`config.mk`:
```
export PLATFORM = sky130hd
export DESIGN_NAME = stopwatch_ctrl
export DESIGN_NICKNAME = d
export VERILOG_FILES = /design/src/rtl/stopwatch_pkg.sv /design/src/rtl/clk_en_div.sv /design/src/rtl/stopwatch_ctrl.sv
export SDC_FILE = /design/constraint.sdc
export NUM_CORES = 1
export LEC_CHECK = 0
export BUFFER_PORTS_ARGS = -buffer_cell sky130_fd_sc_hd__buf_2
export CORE_MARGIN = 2
export CORE_UTILIZATION = 50
export DETAILED_ROUTE_END_ITERATION = 12
export HOLD_SLACK_MARGIN = 0.15
export PLACE_DENSITY_LB_ADDON = 0.2
export SYNTH_ARGS = -nofsm -noshare
export SYNTH_HDL_FRONTEND = slang
export SYNTH_HIERARCHICAL = 1
export SYNTH_SLANG_ARGS = --single-unit
```
`constraint.sdc`:
```
create_clock -name clock -period 2.8 [get_ports clock]
set_input_delay 0.28 -clock clock [delete_from_list [all_inputs] [get_ports clock]]
set_output_delay 0.28 -clock clock [all_outputs]
set_load 0.1 [all_outputs]
```
`src/rtl/stopwatch_pkg.sv`:
```
`default_nettype none
// ============================================================================
// stopwatch_pkg : state encoding and default divisors for stopwatch_ctrl
// Rev 1.0
// ============================================================================
package stopwatch_pkg;

  typedef enum logic [1:0] {
    ST_RUN    = 2'd0,
    ST_PAUSE  = 2'd1,
    ST_ADJUST = 2'd2
  } state_e;

  localparam int unsigned DEF_ONE_HZ_DIV = 100_000_000;
  localparam int unsigned DEF_TWO_HZ_DIV = 50_000_000;
  localparam int unsigned DEF_BLINK_DIV  = 25_000_000;

endpackage
`default_nettype wire

```
`src/rtl/clk_en_div.sv`:
```
`default_nettype none
// ============================================================================
// clk_en_div : modulo-DIV counter emitting a registered one-cycle tc_pulse
// Rev 1.0
// ============================================================================
module clk_en_div #(
  parameter int unsigned DIV = 2
) (
  input  logic clock,
  input  logic reset,
  input  logic clr,
  input  logic run,
  output logic tc_pulse
);

  localparam int unsigned   W    = (DIV > 1) ? $clog2(DIV) : 1;
  localparam logic [W-1:0]  LAST = W'(DIV - 1);

  logic [W-1:0] cnt_q;
  logic         tc_q;

  always_ff @(posedge clock) begin
    if (reset || clr) begin
      cnt_q <= '0;
      tc_q  <= 1'b0;
    end else if (run) begin
      if (cnt_q == LAST) begin
        cnt_q <= '0;
        tc_q  <= 1'b1;
      end else begin
        cnt_q <= cnt_q + 1'b1;
        tc_q  <= 1'b0;
      end
    end else begin
      tc_q <= 1'b0;
    end
  end

  assign tc_pulse = tc_q;

endmodule
`default_nettype wire

```
`src/rtl/stopwatch_ctrl.sv`:
```
`default_nettype none
// ============================================================================
// stopwatch_ctrl : RUN/PAUSE/ADJUST control with 1 Hz, 2 Hz and blink dividers
// Rev 1.0
// ============================================================================
module stopwatch_ctrl
  import stopwatch_pkg::*;
#(
  parameter int unsigned ONE_HZ_DIV = DEF_ONE_HZ_DIV,
  parameter int unsigned TWO_HZ_DIV = DEF_TWO_HZ_DIV,
  parameter int unsigned BLINK_DIV  = DEF_BLINK_DIV
) (
  input  logic       clock,
  input  logic       reset,
  input  logic       pause_btn,
  input  logic       adj,
  input  logic       sel,
  output logic       count_en,
  output logic       inc_sec,
  output logic       inc_min,
  output logic       blink_on,
  output logic [1:0] state
);

  state_e state_q;
  logic   run_saved_q;
  logic   pause_q;
  logic   sel_q;
  logic   blink_q;
  logic   pause_edge;
  logic   in_run;
  logic   in_adj;
  logic   tc_1hz;
  logic   tc_2hz;
  logic   tc_blink;

  assign pause_edge = pause_btn & ~pause_q;
  assign in_run     = (state_q == ST_RUN);
  assign in_adj     = (state_q == ST_ADJUST);

  always_ff @(posedge clock) begin
    if (reset) begin
      state_q     <= ST_RUN;
      run_saved_q <= 1'b1;
      pause_q     <= 1'b1;
      sel_q       <= 1'b0;
    end else begin
      pause_q <= pause_btn;
      sel_q   <= sel;
      case (state_q)
        ST_RUN: begin
          if (adj) begin
            state_q     <= ST_ADJUST;
            run_saved_q <= ~pause_edge;
          end else if (pause_edge) begin
            state_q <= ST_PAUSE;
          end
        end
        ST_PAUSE: begin
          if (adj) begin
            state_q     <= ST_ADJUST;
            run_saved_q <= pause_edge;
          end else if (pause_edge) begin
            state_q <= ST_RUN;
          end
        end
        ST_ADJUST: begin
          // a pause edge on the exit cycle still toggles the resume target
          run_saved_q <= run_saved_q ^ pause_edge;
          if (!adj) begin
            state_q <= (run_saved_q ^ pause_edge) ? ST_RUN : ST_PAUSE;
          end
        end
        default: state_q <= ST_RUN;
      endcase
    end
  end

  always_ff @(posedge clock) begin
    if (reset || !in_adj) begin
      blink_q <= 1'b1;
    end else begin
      blink_q <= blink_q ^ tc_blink;
    end
  end

  clk_en_div #(.DIV(ONE_HZ_DIV)) u_div_1hz (
    .clock    (clock),
    .reset    (reset),
    .clr      (1'b0),
    .run      (in_run),
    .tc_pulse (tc_1hz)
  );

  clk_en_div #(.DIV(TWO_HZ_DIV)) u_div_2hz (
    .clock    (clock),
    .reset    (reset),
    .clr      (~in_adj),
    .run      (in_adj),
    .tc_pulse (tc_2hz)
  );

  clk_en_div #(.DIV(BLINK_DIV)) u_div_blink (
    .clock    (clock),
    .reset    (reset),
    .clr      (~in_adj),
    .run      (in_adj),
    .tc_pulse (tc_blink)
  );

  // the blink terminal pulse is folded in so the toggle lands on the wrap cycle
  assign count_en = tc_1hz;
  assign inc_sec  = tc_2hz & ~sel_q;
  assign inc_min  = tc_2hz & sel_q;
  assign blink_on = ~in_adj | (blink_q ^ tc_blink);
  assign state    = state_q;

endmodule
`default_nettype wire

```
# [After elaboration in Yosys (flattened, before gate mapping)]
# Cells that the tools add are included.
[classes] n_addsub=3 n_eq_ne=10 mux=16 n_bitwise=11 reduce_logical=9
[op_table] op="$add 27x1->27 const B" count=1
[op_table] op="$eq 27x27->1 const B" count=1
[op_table] op="$mux 27" count=1
[op_table] op="$add 26x1->26 const B" count=1
[op_table] op="$eq 26x26->1 const B" count=1
[op_table] op="$mux 26" count=1
[op_table] op="$add 25x1->25 const B" count=1
[op_table] op="$eq 25x25->1 const B" count=1
[op_table] op="$mux 25" count=1
[op_table] op="$mux 2" count=5
[op_table] op="$mux 1" count=6
[op_table] op="$ne 2x2->1 const B" count=3
[op_table] op="$ne 3x3->1 const B" count=2
[op_table] op="$pmux 2 s3" count=1
[op_table] op="$reduce_and 3->1" count=2
[op_table] op="$not 1->1" count=5
[op_table] op="$reduce_or 2->1" count=2
[op_table] op="$and 1x1->1" count=3
[op_table] op="$pmux 1 s3" count=1
[op_table] op="$reduce_bool 3->1" count=1
[op_table] op="$eq 2x1->1 const B" count=1
[op_table] op="$eq 2x2->1 const B" count=1
[op_table] op="$logic_not 2->1" count=1
[op_table] op="$logic_or 1x1->1" count=2
[op_table] op="other kinds (3)" count=4
[totals] ff_bits=87 inputBits=5

# [Logic depth before layout (Yosys ltp)]
# Gate-level depths: netlist (run 1).
[depth] ltp_word=6 depth_mapped=9

# [Modules after synthesis]
# Netlist (run 1), hierarchy kept.
[by_module_without_submodules] mod="clk_en_div (u_div_1hz)" instances=1 cells_per_inst=155 area_per_inst_um2=1343.8 seq_area_each_um2=560.5
[by_module_without_submodules] mod="clk_en_div (u_div_2hz)" instances=1 cells_per_inst=154 area_per_inst_um2=1323.8 seq_area_each_um2=540.5
[by_module_without_submodules] mod="clk_en_div (u_div_blink)" instances=1 cells_per_inst=137 area_per_inst_um2=1223.7 seq_area_each_um2=520.5
[by_module_without_submodules] mod="stopwatch_ctrl" instances=1 cells_per_inst=41 area_per_inst_um2=352.8 seq_area_each_um2=120.1

# [Least setup slack after synthesis (run 1)]
# No wires, ideal clock.
[synth_timing] path_type="register to register" start="register state_q[1] (netlist: state[1])" end="register u_div_2hz.cnt_q[25]" arrival_ps=3099 t_required_ps=2734 slack_ps=-365 stages_incl_launch_ff=8 path_buffers=2 path_cell_list="dfxtp_1 -> ha_1 -> buf_4 -> nand4_1 -> or4_1 -> buf_2 -> or4_4 -> a21oi_2"
[synth_via] elab_chain_cells=3
[synth_rtl] element="from (decl)" line="stopwatch_ctrl.sv:25" rtl="state_e state_q;"
[synth_rtl] element="from (signal assigned)" line="stopwatch_ctrl.sv:71" rtl="state_q <= (run_saved_q ^ pause_edge) ? ST_RUN : ST_PAUSE;"
[synth_rtl] element="$eq 2x2->1 (*)" line="stopwatch_ctrl.sv:39" rtl="assign in_adj = (state_q == ST_ADJUST);"
[synth_rtl] element="via in_adj" line="stopwatch_ctrl.sv:32" rtl="logic in_adj;"
[synth_rtl] element="$not 1->1 (no line)"
[synth_rtl] element="$logic_or 1x1->1" line="clk_en_div.sv:23" rtl="if (reset || clr) begin"
[synth_rtl] element="to (signal assigned)" line="clk_en_div.sv:31" rtl="cnt_q <= cnt_q + 1'b1;"
[synth_rtl] element="to (decl)" line="clk_en_div.sv:19" rtl="logic [W-1:0] cnt_q;"
# Mark *: on every way through the listed nets, which the timed path passes. The rest lies on a longest branch.
# A chain may end at the register's enable or synchronous reset.

# [Worst setup path in the final report (run 1)]
[layout_timing] start="register state_q[0] (netlist: state[0])" end="register u_div_blink.cnt_q[22]"
[layout_via] elab_chain_cells=3
[layout_rtl] element="$eq 2x2->1 (*)" line="stopwatch_ctrl.sv:39"
[layout_rtl] element="via in_adj" line="stopwatch_ctrl.sv:32"
[layout_rtl] element="$not 1->1 (no line)"
[layout_rtl] element="$logic_or 1x1->1" line="clk_en_div.sv:23"
[layout_rtl] element="to (signal assigned)" line="clk_en_div.sv:31"
[layout_rtl] element="to (decl)" line="clk_en_div.sv:19"
# Marked as above.

==> results of run 1 <==
==> cells by family (layout without fill, tap and decap cells) <==
family | count (synthesis) | in the layout | synth area share
AND/OR/NAND/NOR | 229 | 229 | 0.312
AO/OA/AOI/OAI | 88 | 88 | 0.127
flip-flops | 87 | 87 | 0.410
XOR/XNOR | 39 | 39 | 0.0805
buffers and inverters | 31 | 47 | 0.0363
adder cells (fa/ha/maj) | 8 | 8 | 0.0236
multiplexers | 4 | 4 | 0.00943
other | 1 | 3 | 0.000884
==> worst max-delay path, delay by kind of cell, from the launching register on <==
| kind | cells | cell delay (ns) |
|---|---|---|
| adder cells (fa/ha/maj) | 1 | 0.33 |
| AO/OA/AOI/OAI | 2 | 0.55 |
| flip-flops | 1 | 0.35 |
| buffers and inverters | 2 | 0.31 |
| AND/OR/NAND/NOR | 2 | 0.64 |
==> through the flow <==
step	power, mW	setup slack (ns)
floorplan	1.43	0.0819
detailed placement	1.48	0.513
global route	2.39	0.353
CTS	2.33	0.502
finish	2.31	0.501
global placement	1.47	0.584
==> per-layer routing <==
layer | vias up | GRT usage | routed length (um)
met5 | - | 0 | 0
met1 | 1671 | 0.273 | 4370
met3 | 6 | 0.0321 | 209
met2 | 49 | 0.286 | 3620
li1 | 1823 | - | -
met4 | 0 | 0.0714 | 69
==> where the power goes <==
| group | switching (mW) | leakage (nW) | internal [mW] |
|---|---|---|---|
| Combinational | 0.123 | 0.600 | 0.0656 |
| Clock | 0.424 | 0.100 | 0.434 |
| Sequential | 0.0133 | 0.703 | 1.25 |
==> state kept, by name, summed over array words and instances, names as in the netlist <==
register / flops
blink_q: 1
pause_q: 1
run_saved_q: 1
sel_q: 1
state: 2
u_div_1hz/cnt_q: 27
u_div_1hz/tc_pulse: 1
u_div_2hz/cnt_q: 26
u_div_2hz/tc_pulse: 1
u_div_blink/cnt_q: 25
u_div_blink/tc_pulse: 1
==> worst min path at each step <==
| stage | start | end | slack, ns | cells past startpoint |
|---|---|---|---|---|
| 6_report | adj | state[1]$_SDFFE_PP0P_ | 0.25 | 3 |
| 5_1_grt | adj | state[1]$_SDFFE_PP0P_ | 0.26 | 3 |
| 4_1_cts | adj | state[1]$_SDFFE_PP0P_ | 0.23 | 3 |
| 3_5_place_dp | u_div_2hz/cnt_q[21]$_SDFFE_PP0P_ | u_div_2hz/cnt_q[21]$_SDFFE_PP0P_ | 0.48 | 2 |
| 3_3_place_gp | u_div_blink/cnt_q[24]$_SDFFE_PP0P_ | u_div_blink/cnt_q[24]$_SDFFE_PP0P_ | 0.47 | 2 |
| 2_1_floorplan | reset | sel_q$_SDFF_PP0_ | 0.35 | 1 |
==> synth_stat cells, types with 3 or more instances <==
cell | count | area, um2
or4_1 | 18 | 135
nand4_1 | 24 | 150
dfxtp_1 | 87 | 1740
and4_1 | 11 | 96.3
ha_1 | 8 | 100
nor2b_1 | 3 | 18.8
xnor2_1 | 24 | 210
nor3_1 | 11 | 55.1
o21ai_0 | 24 | 120
a21oi_1 | 39 | 195
xor2_1 | 15 | 131
clkbuf_1 | 8 | 30.0
nand3_1 | 26 | 130
and3_1 | 8 | 50.1
a31o_2 | 3 | 26.3
buf_2 | 6 | 30.0
mux2i_1 | 4 | 40.0
and2_1 | 6 | 37.5
or3_1 | 20 | 125
nor2_1 | 47 | 176
o31ai_1 | 14 | 105
nor4_1 | 10 | 62.6
nand2_1 | 25 | 93.8
or4_4 | 3 | 33.8
inv_1 | 12 | 45.0
==> final cells by class <==
class	count	area [um2]	share of cell area
repair buffers	19	135	0.0293
clock buffers	12	145	0.0315
clock inverters	4	45.0	0.00978
multi-input cells	371	2360	0.512
inverters	12	45.0	0.00978
well taps	105	131	0.0285
flip-flops and latches	87	1740	0.379
==> what timing repair did <==
action                                 in CTS  in global routing
resized for setup                           0                  0
endpoints found under the hold margin       2                  0
hold buffers                                2                  0
==> impl_metrics.yaml, run 1 <==
critical_path:
  startpoint: "state[0]$_SDFFE_PP0P_"
  max_stage_delay_ns: 0.50
  path_cells: "inv_1 -> ha_2 -> nand4_2 -> or2_1 -> o31ai_4 -> buf_12 -> a21oi_1"
  critPathKind: "reg -> reg"
  cp-end-kind: "register"
  worstReg2RegStart: "state[0]$_SDFFE_PP0P_"
  worst_ep_arrival_time_ns: 2.53
  crit_slowest_cell: "o31ai_4"
  rr_worst_depth: 7
  crit_required_ns: 3.03
  rr_endpoint: "u_div_blink/cnt_q[22]$_SDFFE_PP0P_"
  endpoint: "u_div_blink/cnt_q[22]$_SDFFE_PP0P_"
  startpoint_type: "register"
  r2r_setup_slack_ns: 0.50
  cp_max_fo: 19
yosys:
  ys_warn_count: 6
  synth_edf_count: 0
  syn_area_um2: 4240
  netlist_instances: 487
  ys_seq_area_frac: 0.410
  ys_types: 50
  ys_seq_elements: 87
  synthArstFlopShare: 0
  synth_area_per_cell_um2: 8.71
  synthFlopType: "dfxtp_1"
layout:
  antennaDiodeCount: 0
  final_area_um2: 4600
  n_fill_cell: 744
  drive_gt1_frac: 0.105
  area_growth_pct: 8.49
  final_cells: 610
  utilization: 0.560
  num-nets-final: 513
  layout.cells.most_common_list: "dfxtp_1 (85), nor2_1 (47), a21oi_1 (39)"
  layout_commonest_cell: "dfxtp_1"
global_route:
  grt_pass1_vias: 3105
  grt-ovfl-total: 0
  grt_max_degree: 24
  grt_util_all_layers: 0.191
  grt_first_pass_wirelength_mm: 14.1
  antenna_found_initial: 0
clock_tree:
  path_clk_slew_ns: 0.08
  cts_tree: "built"
  cts_buffers: 9
  clock_sinks: 87
  htreeDepth: 3
  root_buffer: "clkbuf_8"
  insertion_delay_ns: 0.35
  ctsLongestPathBuffers: 2
  cts_setup_buffers: 0
routing:
  dr.first_iter.drc_count: 150
  wire_per_inst_um: 13.6
  drt-vias-per-instance: 5.82
  first_pass_iters: 4
  vias: 3549
  drc: 0
  antenna_left: 0
  routed_wl_mm: 8.27
floorplan:
  initial_core_util: 0.517
  rows: 33
  core-area_um2: 8220
  die_y_um: 96.1
  die_x_um: 96.1
  ios: 11
  dieArea_um2: 9240
sta:
  skew_ns: 0.00723
  rsz0062_at_grt: "false"
  fin_hold_ws_ns: 0.250
  setup_viol: 0
  slew_headroom: 0.609
  finalSetupTns_ns: 0
  layout_worst_path_cycle_share: 0.821
  finalWorstPathRequiredPeriod_ns: 2.30
  maxSlewViolCount: 0
  final_hold_viol_count: 0
  max_freq_ghz: 0.435
  tightest_slew_ns: 0.586
placement:
  post-dp-hpwl_mm: 5.87
  dp.cells: 592
  dpl_cell_area_um2: 4390
  io_buffers: 10
  globalplace.congestion: 0.759
status:
  status: "finished clean"
power_and_ir_drop:
  power_density_nw_per_um2: 501
  peakVddDrop_uv: 299
  leakage_nw: 1.40
hold_path:
  hold_class: "in -> reg"
run:
  drv_cap: 0
Power figures use the tool's default switching activity.
==> run 2: changes to the inputs <==
==> constraint.sdc (replaced) <==
create_clock -name clock -period 2 [get_ports clock]
set_input_delay 0.2 -clock clock [delete_from_list [all_inputs] [get_ports clock]]
set_output_delay 0.2 -clock clock [all_outputs]
set_load 0.1 [all_outputs]
==> impl_metrics.yaml, run 2 (synthesis gave the netlist of run 1 again) <==
status:
  status: "finished clean"
power_and_ir_drop:
  power_density_nw_per_um2: 689
  leakage_nw: 1.56
  peakVddDrop_uv: 438
  pwr-share-clk: 0.381
  switchingPower_mw: 0.808
  p_comb_frac: 0.095
  switching_share: 0.239
  pwr-share-seq: 0.524
  internal_power_mw: 2.57
floorplan:
  initial_core_util: 0.517
  ios: 11
  dieArea_um2: 9240
  die_x_um: 96.1
  rows: 33
  die_y_um: 96.1
  core-area_um2: 8220
critical_path:
  crit_required_ns: 2.29
  critPathTopFamily: "simple AND/OR/NAND/NOR gates"
  path_cells: "inv_4 -> ha_4 -> nand4_1 -> or4_4 -> buf_6 -> or3_4 -> a21oi_2"
  cp-end-kind: "register"
  worst-path-buf-inv: 2
  rr_worst_depth: 7
  max_stage_delay_ns: 0.55
  startpoint_type: "register"
  cp_max_fo: 6
  worst_ep_arrival_time_ns: 2.23
  critPathKind: "reg -> reg"
  crit_slowest_cell: "or4_4"
  cp.depth: 7
clock_tree:
  ctsLongestPathBuffers: 2
  root_buffer: "clkbuf_8"
  cts_buffers: 9
  clock_sinks: 87
  cts_tree: "built"
  htreeDepth: 3
  path_clk_slew_ns: 0.08
  insertion_delay_ns: 0.35
hold_path:
  hold_class: "in -> reg"
  min_path_cells: 3
layout:
  n_fill_cell: 744
  largest_reg_flops: 27
  final_cells: 638
  multi_input_area_um2: 2410
  regArea_um2: 1750
  num-nets-final: 543
  drive_gt1_frac: 0.180
  largest_register: "u_div_1hz/cnt_q"
  antennaDiodeCount: 0
  utilization: 0.597
  area_growth_pct: 15.6
  layout_commonest_cell: "dfxtp_1"
  reg_top3: "u_div_1hz/cnt_q (27), u_div_2hz/cnt_q (26), u_div_blink/cnt_q (25)"
  layout.cells.most_common_list: "dfxtp_1 (82), nor2_1 (47), a21oi_1 (38)"
run:
  drv_cap: 0
sta:
  fin_hold_ws_ns: 0.176
  skew_ns: 0.0134
  setup_viol: 0
  finalSetupTns_ns: 0
  layout_worst_path_cycle_share: 0.973
  max_freq_ghz: 0.514
  finalWorstPathRequiredPeriod_ns: 1.95
  final_hold_viol_count: 0
  maxSlewViolCount: 0
routing:
  first_pass_iters: 4
  antenna_left: 0
  drc: 0
  drt-vias-per-instance: 5.80
  dr.first_iter.drc_count: 179
  wire_per_inst_um: 14.2
  routed_wl_mm: 9.04
  vias: 3701
global_route:
  grt_pass1_vias: 3500
  grt-ovfl-total: 0
  grt_first_pass_wirelength_mm: 15.3
  grt_max_degree: 26
  grt_util_all_layers: 0.209
  antenna_found_initial: 0
placement:
  io_buffers: 10
  globalplace.congestion: 0.861
  post-dp-hpwl_mm: 6.34
  dp.cells: 616
==> run 2: changes by cell type in the layout (fill, tap and decap cells not counted), sizes merged <==
cell    previous run  this run
buf               17        46
inv               12        13
clkbuf            12        11
clkinv             3         1
bufinv             1         2
==> run 2: per-layer routing <==
| metal | up-vias | share of wire | track usage |
|---|---|---|---|
| met5 | - | 0 | 0 |
| met4 | 0 | 0.016 | 0.0917 |
| met3 | 12 | 0.027 | 0.0345 |
| met2 | 44 | 0.48 | 0.346 |
| met1 | 1762 | 0.48 | 0.268 |
| li1 | 1883 | - | - |
==> run 2: layout make-up <==
| cell class | count | area share |
|---|---|---|
| clock buffers | 10 | 0.0260 |
| well taps | 105 | 0.0268 |
| clock inverters | 4 | 0.0145 |
| repair buffers | 49 | 0.0732 |
| flip-flops and latches | 87 | 0.357 |
| multi-input cells | 371 | 0.492 |
| inverters | 12 | 0.0102 |
==> run 2: timing repair <==
| item | 4_1_cts | 5_1_grt |
|---|---|---|
| buffers inserted | 2 | 4 |
| endpoints found under the setup margin | 1 | 39 |
| hold endpoints to repair | 2 | 0 |
| cloned | 0 | 0 |
| resized for setup | 1 | 13 |
| hold buffers | 2 | 0 |
| pin swaps | 3 | 3 |
==> run 2: power by group through the flow <==
stage / Sequential [mW] / Clock [mW] / Combinational, mW
2_1_floorplan: 1.85 / 0 / 0.185
3_3_place_gp: 1.81 / 0 / 0.296
3_5_place_dp: 1.81 / 0 / 0.304
4_1_cts: 1.77 / 1.34 / 0.309
5_1_grt: 1.77 / 1.40 / 0.347
6_report: 1.77 / 1.29 / 0.322
==> run 2: tightest hold or removal path: stages <==
cell     delay, ns
buf_2         0.14
nand3_1       0.07
o21ai_0       0.07
==> run 2: worst paths after layout <==
kind / start / to / slack, ns
setup / recovery: state[1]$_SDFFE_PP0P_ / u_div_1hz/cnt_q[24]$_SDFFE_PP0P_ / 0.05
hold / removal: adj / state[1]$_SDFFE_PP0P_ / 0.18
setup reg to reg: state[1]$_SDFFE_PP0P_ / u_div_1hz/cnt_q[24]$_SDFFE_PP0P_ / 0.05
hold reg to reg: u_div_1hz/cnt_q[23]$_SDFFE_PP0P_ / u_div_1hz/cnt_q[23]$_SDFFE_PP0P_ / 0.49
==> run 2: per-stage QoR <==
stage | power (mW) | setup WS, ns | area, um2
floorplan | 2.03 | -0.248 | 4330
global placement | 2.10 | 0.0491 | 4610
detailed placement | 2.11 | -0.00638 | 4610
CTS | 3.42 | -0.00151 | 4840
global route | 3.52 | -0.0226 | 4900
finish | 3.38 | 0.0542 | 4900
==> run 3: changes to the inputs <==
--- a/config.mk
+++ b/config.mk
@@ -7,7 +7,7 @@
 export LEC_CHECK = 0
 export BUFFER_PORTS_ARGS = -buffer_cell sky130_fd_sc_hd__buf_2
 export CORE_MARGIN = 2
-export CORE_UTILIZATION = 50
+export CORE_UTILIZATION = 54
 export DETAILED_ROUTE_END_ITERATION = 12
 export HOLD_SLACK_MARGIN = 0.15
 export PLACE_DENSITY_LB_ADDON = 0.2
==> impl_metrics.yaml, run 3 (synthesis gave the netlist of run 1 again) <==
clock_tree:
  root_buffer: "clkbuf_8"
  clock_sinks: 87
  path_clk_slew_ns: 0.09
  ctsLongestPathBuffers: 2
  htreeDepth: 3
  cts_tree: "built"
  insertion_delay_ns: 0.35
  cts_buffers: 9
floorplan:
  die_y_um: 92.7
  die_x_um: 92.7
  ios: 11
  dieArea_um2: 8580
  core-area_um2: 7690
  rows: 32
  initial_core_util: 0.552
routing:
  antenna_left: 0
  drc: 0
  dr.first_iter.drc_count: 195
  first_pass_iters: 4
  routed_wl_mm: 8.89
  vias: 3686
  wire_per_inst_um: 13.9
  drt-vias-per-instance: 5.74
placement:
  dpl_cell_area_um2: 4640
  post-dp-hpwl_mm: 6.33
  globalplace.congestion: 0.840
  io_buffers: 10
sta:
  slew_headroom: 0.649
  tightest_slew_ns: 0.521
  layout_worst_path_cycle_share: 0.974
  setup_viol: 0
  final_hold_viol_count: 0
  maxSlewViolCount: 0
  finalWorstPathRequiredPeriod_ns: 1.95
  skew_ns: 0.00964
  max_freq_ghz: 0.514
run:
  drv_cap: 0
hold_path:
  hold_class: "in -> reg"
critical_path:
  critPathKind: "reg -> reg"
  cp_max_fo: 5
  crit_required_ns: 2.28
  startpoint_type: "register"
  cp-end-kind: "register"
  worst_ep_arrival_time_ns: 2.23
global_route:
  grt_util_all_layers: 0.219
  grt_pass1_vias: 3442
  grt-ovfl-total: 0
  antenna_found_initial: 0
  grt_max_degree: 21
  grt_first_pass_wirelength_mm: 15.4
layout:
  utilization: 0.644
  regArea_um2: 1750
  num-nets-final: 548
  n_fill_cell: 665
  largest_register: "u_div_1hz/cnt_q"
  layout_commonest_cell: "dfxtp_1"
  multi_input_area_um2: 2430
  drive_gt1_frac: 0.198
  reg_top3: "u_div_1hz/cnt_q (27), u_div_2hz/cnt_q (26), u_div_blink/cnt_q (25)"
  largest_reg_flops: 27
  layout.cells.most_common_list: "dfxtp_1 (82), nor2_1 (47), buf_4 (38)"
  antennaDiodeCount: 0
  area_growth_pct: 16.7
  final_area_um2: 4950
power_and_ir_drop:
  peakVddDrop_uv: 398
  leakage_nw: 1.59
  power_density_nw_per_um2: 643
status:
  status: "finished clean"
run 3: changes by cell type in the layout (fill, tap and decap cells not counted), sizes merged:
cell / previous run / this run
clkinv: 1 / 4
buf: 46 / 51
bufinv: 2 / 0
dlygate4sd3: 2 / 3
inv: 13 / 14
clkinvlp: 0 / 1
clkbuf: 11 / 9
run 3: critical path, stage by stage (launching register included):
cell,delay (ns)
dfxtp_4,0.38
inv_4,0.08
ha_4,0.12
nand4_1,0.10
or4_4,0.54
or4_4,0.54
a21oi_2,0.12
run 3: stage by stage:
step | hold WS, ns | total power [mW] | setup WS [ns] | std cells | TNS (ns)
2_1_floorplan | 0.272 | 2.03 | -0.248 | 489 | -5.22
3_3_place_gp | 0.430 | 2.10 | 0.0449 | 615 | 0
3_5_place_dp | 0.433 | 2.10 | 0.00452 | 615 | 0
4_1_cts | 0.196 | 3.19 | 0.00882 | 636 | 0
5_1_grt | 0.239 | 3.32 | -0.0138 | 642 | -0.0154
6_report | 0.210 | 3.19 | 0.0529 | 642 | 0
run 3: power breakdown:
group	internal (mW)	total (mW)	switching, mW	leakage [nW]
registers	1.75	1.77	0.0236	0.705
logic	0.133	0.318	0.185	0.794
clock network	0.453	1.09	0.641	0.0898
run 3: final timing paths:
| path | start | to | slack [ns] | cells after the start |
|---|---|---|---|---|
| max | state[1]$_SDFFE_PP0P_ | u_div_1hz/cnt_q[26]$_SDFFE_PP0P_ | 0.05 | 6 |
| min | reset | sel_q$_SDFF_PP0_ | 0.21 | 2 |
| max reg2reg | state[1]$_SDFFE_PP0P_ | u_div_1hz/cnt_q[26]$_SDFFE_PP0P_ | 0.05 | 6 |
| min reg2reg | u_div_blink/cnt_q[24]$_SDFFE_PP0P_ | u_div_blink/cnt_q[24]$_SDFFE_PP0P_ | 0.49 | 2 |
run 3: cell type report:
cell class,count,share of cell area
Clock buffer,9,0.0250
Clock inverter,7,0.00960
Inverter,12,0.0101
Multi-Input combinational cell,371,0.492
Sequential cell,87,0.354
Tap cell,102,0.0258
Timing Repair Buffer,54,0.0841
run 3: repair_timing:
action / CTS / global route
pin swaps: 1 / 3
gates resized for setup: 3 / 14
buffers inserted: 2 / 6
endpoints found under the setup margin: 1 / 39
hold endpoints to repair: 3 / 0
hold buffers: 3 / 0
run 3: per-layer routing:
metal,track usage,share of wire
met1,0.294,0.48
met2,0.361,0.47
met3,0.0317,0.029
met4,0.0760,0.014
met5,0,0
